[src/rtl/arith_op_sequencer.sv]
// Issues one multicycle op at a time to the add/sub/mul/div units and returns its result.
// Optional WAIT watchdog with err flag is enabled by defining ARITH_SEQ_TIMEOUT_EN.
module arith_op_sequencer #(
  parameter int DW  = 4,
  parameter int RW  = 8,
  parameter int TMO = 15
) (
  input  logic            clk,
  input  logic            rst,
  input  logic            start,
  input  logic [1:0]      opcode,
  input  logic [DW-1:0]   ain,
  input  logic [DW-1:0]   bin,
  output logic [1:0]      sel,
  output logic [DW-1:0]   adout,
  output logic [DW-1:0]   bdout,
  output logic [3:0]      unit_go,
  input  logic [3:0]      unit_done,
  input  logic [4*RW-1:0] unit_result,
  output logic            busy,
  output logic            done,
  output logic [RW-1:0]   result,
  output logic            err
);

  typedef enum logic [1:0] {
    S_IDLE   = 2'd0,
    S_ISSUE  = 2'd1,
    S_WAIT   = 2'd2,
    S_FINISH = 2'd3
  } state_e;

  if (TMO < 1) begin : g_tmo_check
    $error("TMO must be at least 1");
  end

  function automatic logic [3:0] onehot4(input logic [1:0] idx);
    case (idx)
      2'd0:    onehot4 = 4'b0001;
      2'd1:    onehot4 = 4'b0010;
      2'd2:    onehot4 = 4'b0100;
      2'd3:    onehot4 = 4'b1000;
      default: onehot4 = 4'b0000;
    endcase
  endfunction

  function automatic logic [RW-1:0] pick_result(input logic [4*RW-1:0] bus,
                                                input logic [1:0]      idx);
    case (idx)
      2'd0:    pick_result = bus[0*RW +: RW];
      2'd1:    pick_result = bus[1*RW +: RW];
      2'd2:    pick_result = bus[2*RW +: RW];
      2'd3:    pick_result = bus[3*RW +: RW];
      default: pick_result = {RW{1'b0}};
    endcase
  endfunction

  state_e          state_q, state_d;
  logic [1:0]      sel_q, sel_d;
  logic [DW-1:0]   adout_q, adout_d;
  logic [DW-1:0]   bdout_q, bdout_d;
  logic [3:0]      go_q, go_d;
  logic            busy_q, busy_d;
  logic            done_q, done_d;
  logic [RW-1:0]   result_q, result_d;

  logic            accept_s;
  logic            hit_s;
  logic            tmo_s;
  logic [RW-1:0]   hit_result_s;

  // A request is only accepted when no operation is in flight.
  assign accept_s     = start & ((state_q == S_IDLE) | (state_q == S_FINISH));
  assign hit_s        = (state_q == S_WAIT) & unit_done[sel_q];
  assign hit_result_s = pick_result(unit_result, sel_q);

`ifdef ARITH_SEQ_TIMEOUT_EN
  localparam int CW = $clog2(TMO + 1);
  localparam logic [CW-1:0] TMO_LAST = CW'(TMO - 1);

  logic [CW-1:0] wdog_q, wdog_d;
  logic          err_q, err_d;

  // Completion on the last allowed WAIT cycle takes priority over the timeout.
  assign tmo_s = (state_q == S_WAIT) & ~unit_done[sel_q] & (wdog_q == TMO_LAST);

  always_comb begin
    wdog_d = wdog_q;
    err_d  = err_q;
    if (state_q == S_ISSUE) begin
      wdog_d = {CW{1'b0}};
    end else if ((state_q == S_WAIT) && !unit_done[sel_q]) begin
      wdog_d = wdog_q + CW'(1);
    end else begin
      wdog_d = wdog_q;
    end
    if (accept_s) begin
      err_d = 1'b0;
    end else if (tmo_s) begin
      err_d = 1'b1;
    end else begin
      err_d = err_q;
    end
  end

  always_ff @(posedge clk) begin
    if (rst) begin
      wdog_q <= {CW{1'b0}};
      err_q  <= 1'b0;
    end else begin
      wdog_q <= wdog_d;
      err_q  <= err_d;
    end
  end

  assign err = err_q;
`else
  assign tmo_s = 1'b0;
  assign err   = 1'b0;
`endif

  always_ff @(posedge clk) begin
    if (rst) begin
      state_q <= S_IDLE;
    end else begin
      state_q <= state_d;
    end
  end

  always_comb begin
    state_d = state_q;
    case (state_q)
      S_IDLE: begin
        if (accept_s) begin
          state_d = S_ISSUE;
        end else begin
          state_d = S_IDLE;
        end
      end
      S_ISSUE: begin
        state_d = S_WAIT;
      end
      S_WAIT: begin
        if (hit_s || tmo_s) begin
          state_d = S_FINISH;
        end else begin
          state_d = S_WAIT;
        end
      end
      S_FINISH: begin
        if (accept_s) begin
          state_d = S_ISSUE;
        end else begin
          state_d = S_IDLE;
        end
      end
      default: begin
        state_d = S_IDLE;
      end
    endcase
  end

  // Outputs are computed from the next state so every port comes straight from a flop.
  always_comb begin
    sel_d    = sel_q;
    adout_d  = adout_q;
    bdout_d  = bdout_q;
    result_d = result_q;
    if (accept_s) begin
      sel_d   = opcode;
      adout_d = ain;
      bdout_d = bin;
    end else begin
      sel_d   = sel_q;
      adout_d = adout_q;
      bdout_d = bdout_q;
    end
    if (hit_s) begin
      result_d = hit_result_s;
    end else if (tmo_s) begin
      result_d = {RW{1'b1}};
    end else begin
      result_d = result_q;
    end
    if (state_d == S_ISSUE) begin
      go_d = onehot4(sel_d);
    end else begin
      go_d = 4'b0000;
    end
    busy_d = (state_d == S_ISSUE) | (state_d == S_WAIT);
    done_d = (state_d == S_FINISH);
  end

  always_ff @(posedge clk) begin
    if (rst) begin
      sel_q    <= 2'd0;
      adout_q  <= {DW{1'b0}};
      bdout_q  <= {DW{1'b0}};
      go_q     <= 4'b0000;
      busy_q   <= 1'b0;
      done_q   <= 1'b0;
      result_q <= {RW{1'b0}};
    end else begin
      sel_q    <= sel_d;
      adout_q  <= adout_d;
      bdout_q  <= bdout_d;
      go_q     <= go_d;
      busy_q   <= busy_d;
      done_q   <= done_d;
      result_q <= result_d;
    end
  end

  assign sel     = sel_q;
  assign adout   = adout_q;
  assign bdout   = bdout_q;
  assign unit_go = go_q;
  assign busy    = busy_q;
  assign done    = done_q;
  assign result  = result_q;

endmodule

[config.mk]
export PLATFORM = sky130hd
export DESIGN_NAME = arith_op_sequencer
export DESIGN_NICKNAME = d
export VERILOG_FILES = /design/src/rtl/arith_op_sequencer.sv
export SDC_FILE = /design/constraint.sdc
export NUM_CORES = 1
export LEC_CHECK = 0
export ABC_AREA = 1
export CAP_MARGIN = 20
export CELL_PAD_IN_SITES_DETAIL_PLACEMENT = 0
export CELL_PAD_IN_SITES_GLOBAL_PLACEMENT = 1
export CORE_UTILIZATION = 27
export CTS_BUF_LIST = sky130_fd_sc_hd__clkbuf_2 sky130_fd_sc_hd__clkbuf_4 sky130_fd_sc_hd__clkbuf_8
export DETAILED_ROUTE_END_ITERATION = 7
export GPL_TIMING_DRIVEN = 0
export PLACE_DENSITY = 0.93
export SYNTH_ARGS = -nofsm -noshare
export SYNTH_HDL_FRONTEND = slang
export SYNTH_SLANG_ARGS = --single-unit
[constraint.sdc]
create_clock -name clk -period 2.1 [get_ports clk]
set_clock_uncertainty 0.05 [all_clocks]
set_input_delay 0.42 -clock clk [delete_from_list [all_inputs] [get_ports clk]]
set_output_delay 0.42 -clock clk [all_outputs]
set_load 0.02 [all_outputs]
==> run summary <==
CTS max path bufs - 2
Req. time, crit path - 1630 ps
CP max stage cell - clkdlybuf4s50_1
Fin Setup TNS - 0 ps
Seq/Total Area, Yosys - 43.2%
Die width - 68.8 µm
Setup Buffers After CTS - 0
DRT Pass-1 Iters - 4
CTS H-tree depth - 1
Post_cts resized - 0
Routed len/inst - 10.9 µm
FP Rows - 23
Post-synthesis net count - 218
First-pass GRT wire length - 4820 µm
Final hold vios - 0
Async S/R FF share, synth - 0%
DRC - 0
Via count - 1,259
Gate power share - 38.1%
Yosys reg bits - 26
Sw frac - 32.4%
Synth Area per Inst - 7.22 µm²
Clock slew at reported path FFs - 90 ps
Port Buffers - 72
Skew-Pair Late Insertion Delay - 270 ps
WHS - 420 ps
Buf+Inv Stages, Crit Path - 1
# diodes - 0
RSZ-0062 raised after global routing - no
Worst Path Max Fanout - 7
Max cap viols - 0
Reg2reg start - state_q[0]
Worst Hold Class - flip-flop to flip-flop
Post-synthesis cell type count - 22
CTS hold repair buffers - 0
Sequential Power Share - 36.7%
Fmax - 526 MHz
Mapped cell area - 1200 µm²
Placer Congestion - 0.706
Max Slew Vio Count - 0
Largest net degree at the start of global routing - 16
CP startpoint - sel[0]
Crit-path max cell delay - 670 ps
Area grow syn2layout - 70.9%
Via density - 4.30
DR iter-0 viols - 58
WL final - 3190 µm
Worst path top cell family by delay - buffers and inverters
Nets - 295
Root buffer cell - clkbuf_8
Grt ovf - 0
P_sw - 523 µW
Tightest Pin Transition - 542 ps
Initial antenna violation count - 0
Leakage - 0.802 nW
Vias in the first global route - 1,142
Minimum clock period - 1900 ps
CP endpoint kind - output port
Crit path DAT - 1430 ps
Die ar. - 4730 µm²
Worst path cell trace - clkdlybuf4s50_1
Num CTS Buffers - 3
Status - complete, no violations
Clock Sinks - 26
Cell count after synthesis - 167
R2R Setup Slk - 430 ps
Post-DP HPWL - 2510 µm
Clk pwr share - 25.2%
Layout cells sized above 1 - 8.64%
Fin crit share - 90.5%
Gr usage total - 13.7%
Peak VDD IR - 0.000441 V
Setup violators final - 0
# IOs - 74
Crit start category - flip-flop
Internal power - 1.09 mW
Die Height - 68.8 µm
Syn. warnings - 0
Critical path class - flip-flop to output port
Slew headroom - 63.7%
EDFF count, synth - 0
Core area - 4140 µm²
CTS tree - yes
Pwr Density - 782 nW/µm²
Initial Utilization - 29.1%
Synth Flop Type - dfxtp_1
Routed Antenna Nets - 0
Hold path start - result[2]
-- cells in the mapped netlist (2+ instances only) --
cell type   n  area share [%]
o21ai_1     2            0.83
nand2_4     2             1.9
nand4_1     8             4.2
buf_2       2            0.83
a21oi_1     8             3.3
nor2_2      4             2.1
nor2_1     23             7.2
nand2_1    54              17
nand3_1     9             3.7
inv_1       7             2.2
nand2_2     4             2.1
ha_1        2             2.1
dfxtp_1    26              43
o21ai_0     8             3.3
-- area by class of cell --
cell class / instances / area (µm²)
well taps: 50 / 62.6
repair buffers: 72 / 721
plain buffers: 4 / 21.3
flip-flops and latches: 26 / 520
fillers: 427 / 2080
clock inverters: 1 / 30.0
multi-input cells: 129 / 633
inverters: 8 / 30.0
clock buffers: 3 / 41.3
-- logic make-up (layout without fill, tap and decap cells) --
logic type / count (synthesis) / in the layout / synth area share, %
DFF: 26 / 26 / 43.2
AOI/OAI and AO/OA: 18 / 18 / 7.48
adders and majority gates: 2 / 2 / 2.08
and+or+nand+nor: 108 / 108 / 42.7
buffers and inverters: 12 / 88 / 4.26
other: 1 / 1 / 0.311
-- power groups by stage --
stage	clock network (mW)	registers, mW	logic [mW]
final	0.406	0.592	0.613
after global routing	0.446	0.601	0.681
after CTS	0.424	0.593	0.622
after detailed placement	0	0.604	0.620
after global placement	0	0.602	0.619
after floorplan	0	0.669	0.290
-- per-stage QoR --
step,cell area (µm²),instances,worst slack [ps],utilization [%],power (mW)
after floorplan,1200,167,659,-,0.959
after global placement,1990,289,360,48.0,1.22
after detailed placement,1990,289,355,48.0,1.22
after CTS,2060,293,183,49.7,1.64
after global routing,2060,293,133,49.7,1.73
final,2060,293,200,49.7,1.61
-- path summary, 6_finish.rpt --
path | end | cells past startpoint
setup / recovery | sel[0] | 1
hold / removal | result[2] | 2
setup reg to reg | adout[3] | 7
hold reg to reg | result[2] | 2
-- registers in the layout, summed over array words and instances (netlist names) --
name	flops
bdout	4
result	8
busy	1
state_q	2
unit_go	4
done	1
adout	4
sel	2
-- per-layer routing --
layer,routed length (µm),share of wire (%),vias to the layer above,track usage [%]
met5,0,0,-,0
met4,37,1.2,0,4.34
met3,154,4.8,4,3.62
met2,1590,50,33,23.8
met1,1410,44,531,16.3
li1,-,-,691,-
-- cells in the final DEF (no fill, tap or decap) --
| master | n |
|---|---|
| inv_1 | 7 |
| buf_2 | 2 |
| o21ai_0 | 8 |
| nand2_4 | 2 |
| clkbuf_8 | 3 |
| nand2_8 | 1 |
| conb_1 | 1 |
| nor2_1 | 23 |
| buf_4 | 1 |
| nand2_2 | 4 |
| inv_2 | 1 |
| nand3_1 | 9 |
| o21ai_1 | 2 |
| nor2_2 | 4 |
| a21oi_1 | 8 |
| or2_1 | 1 |
| nor3_2 | 1 |
| clkbuf_1 | 1 |
| dfxtp_1 | 26 |
| clkdlybuf4s50_1 | 72 |
| nand2_1 | 54 |
| nand4_1 | 8 |
| bufinv_16 | 1 |
| nand4_4 | 1 |
| ha_1 | 2 |
No activity file was read; power rests on OpenSTA's default activity.
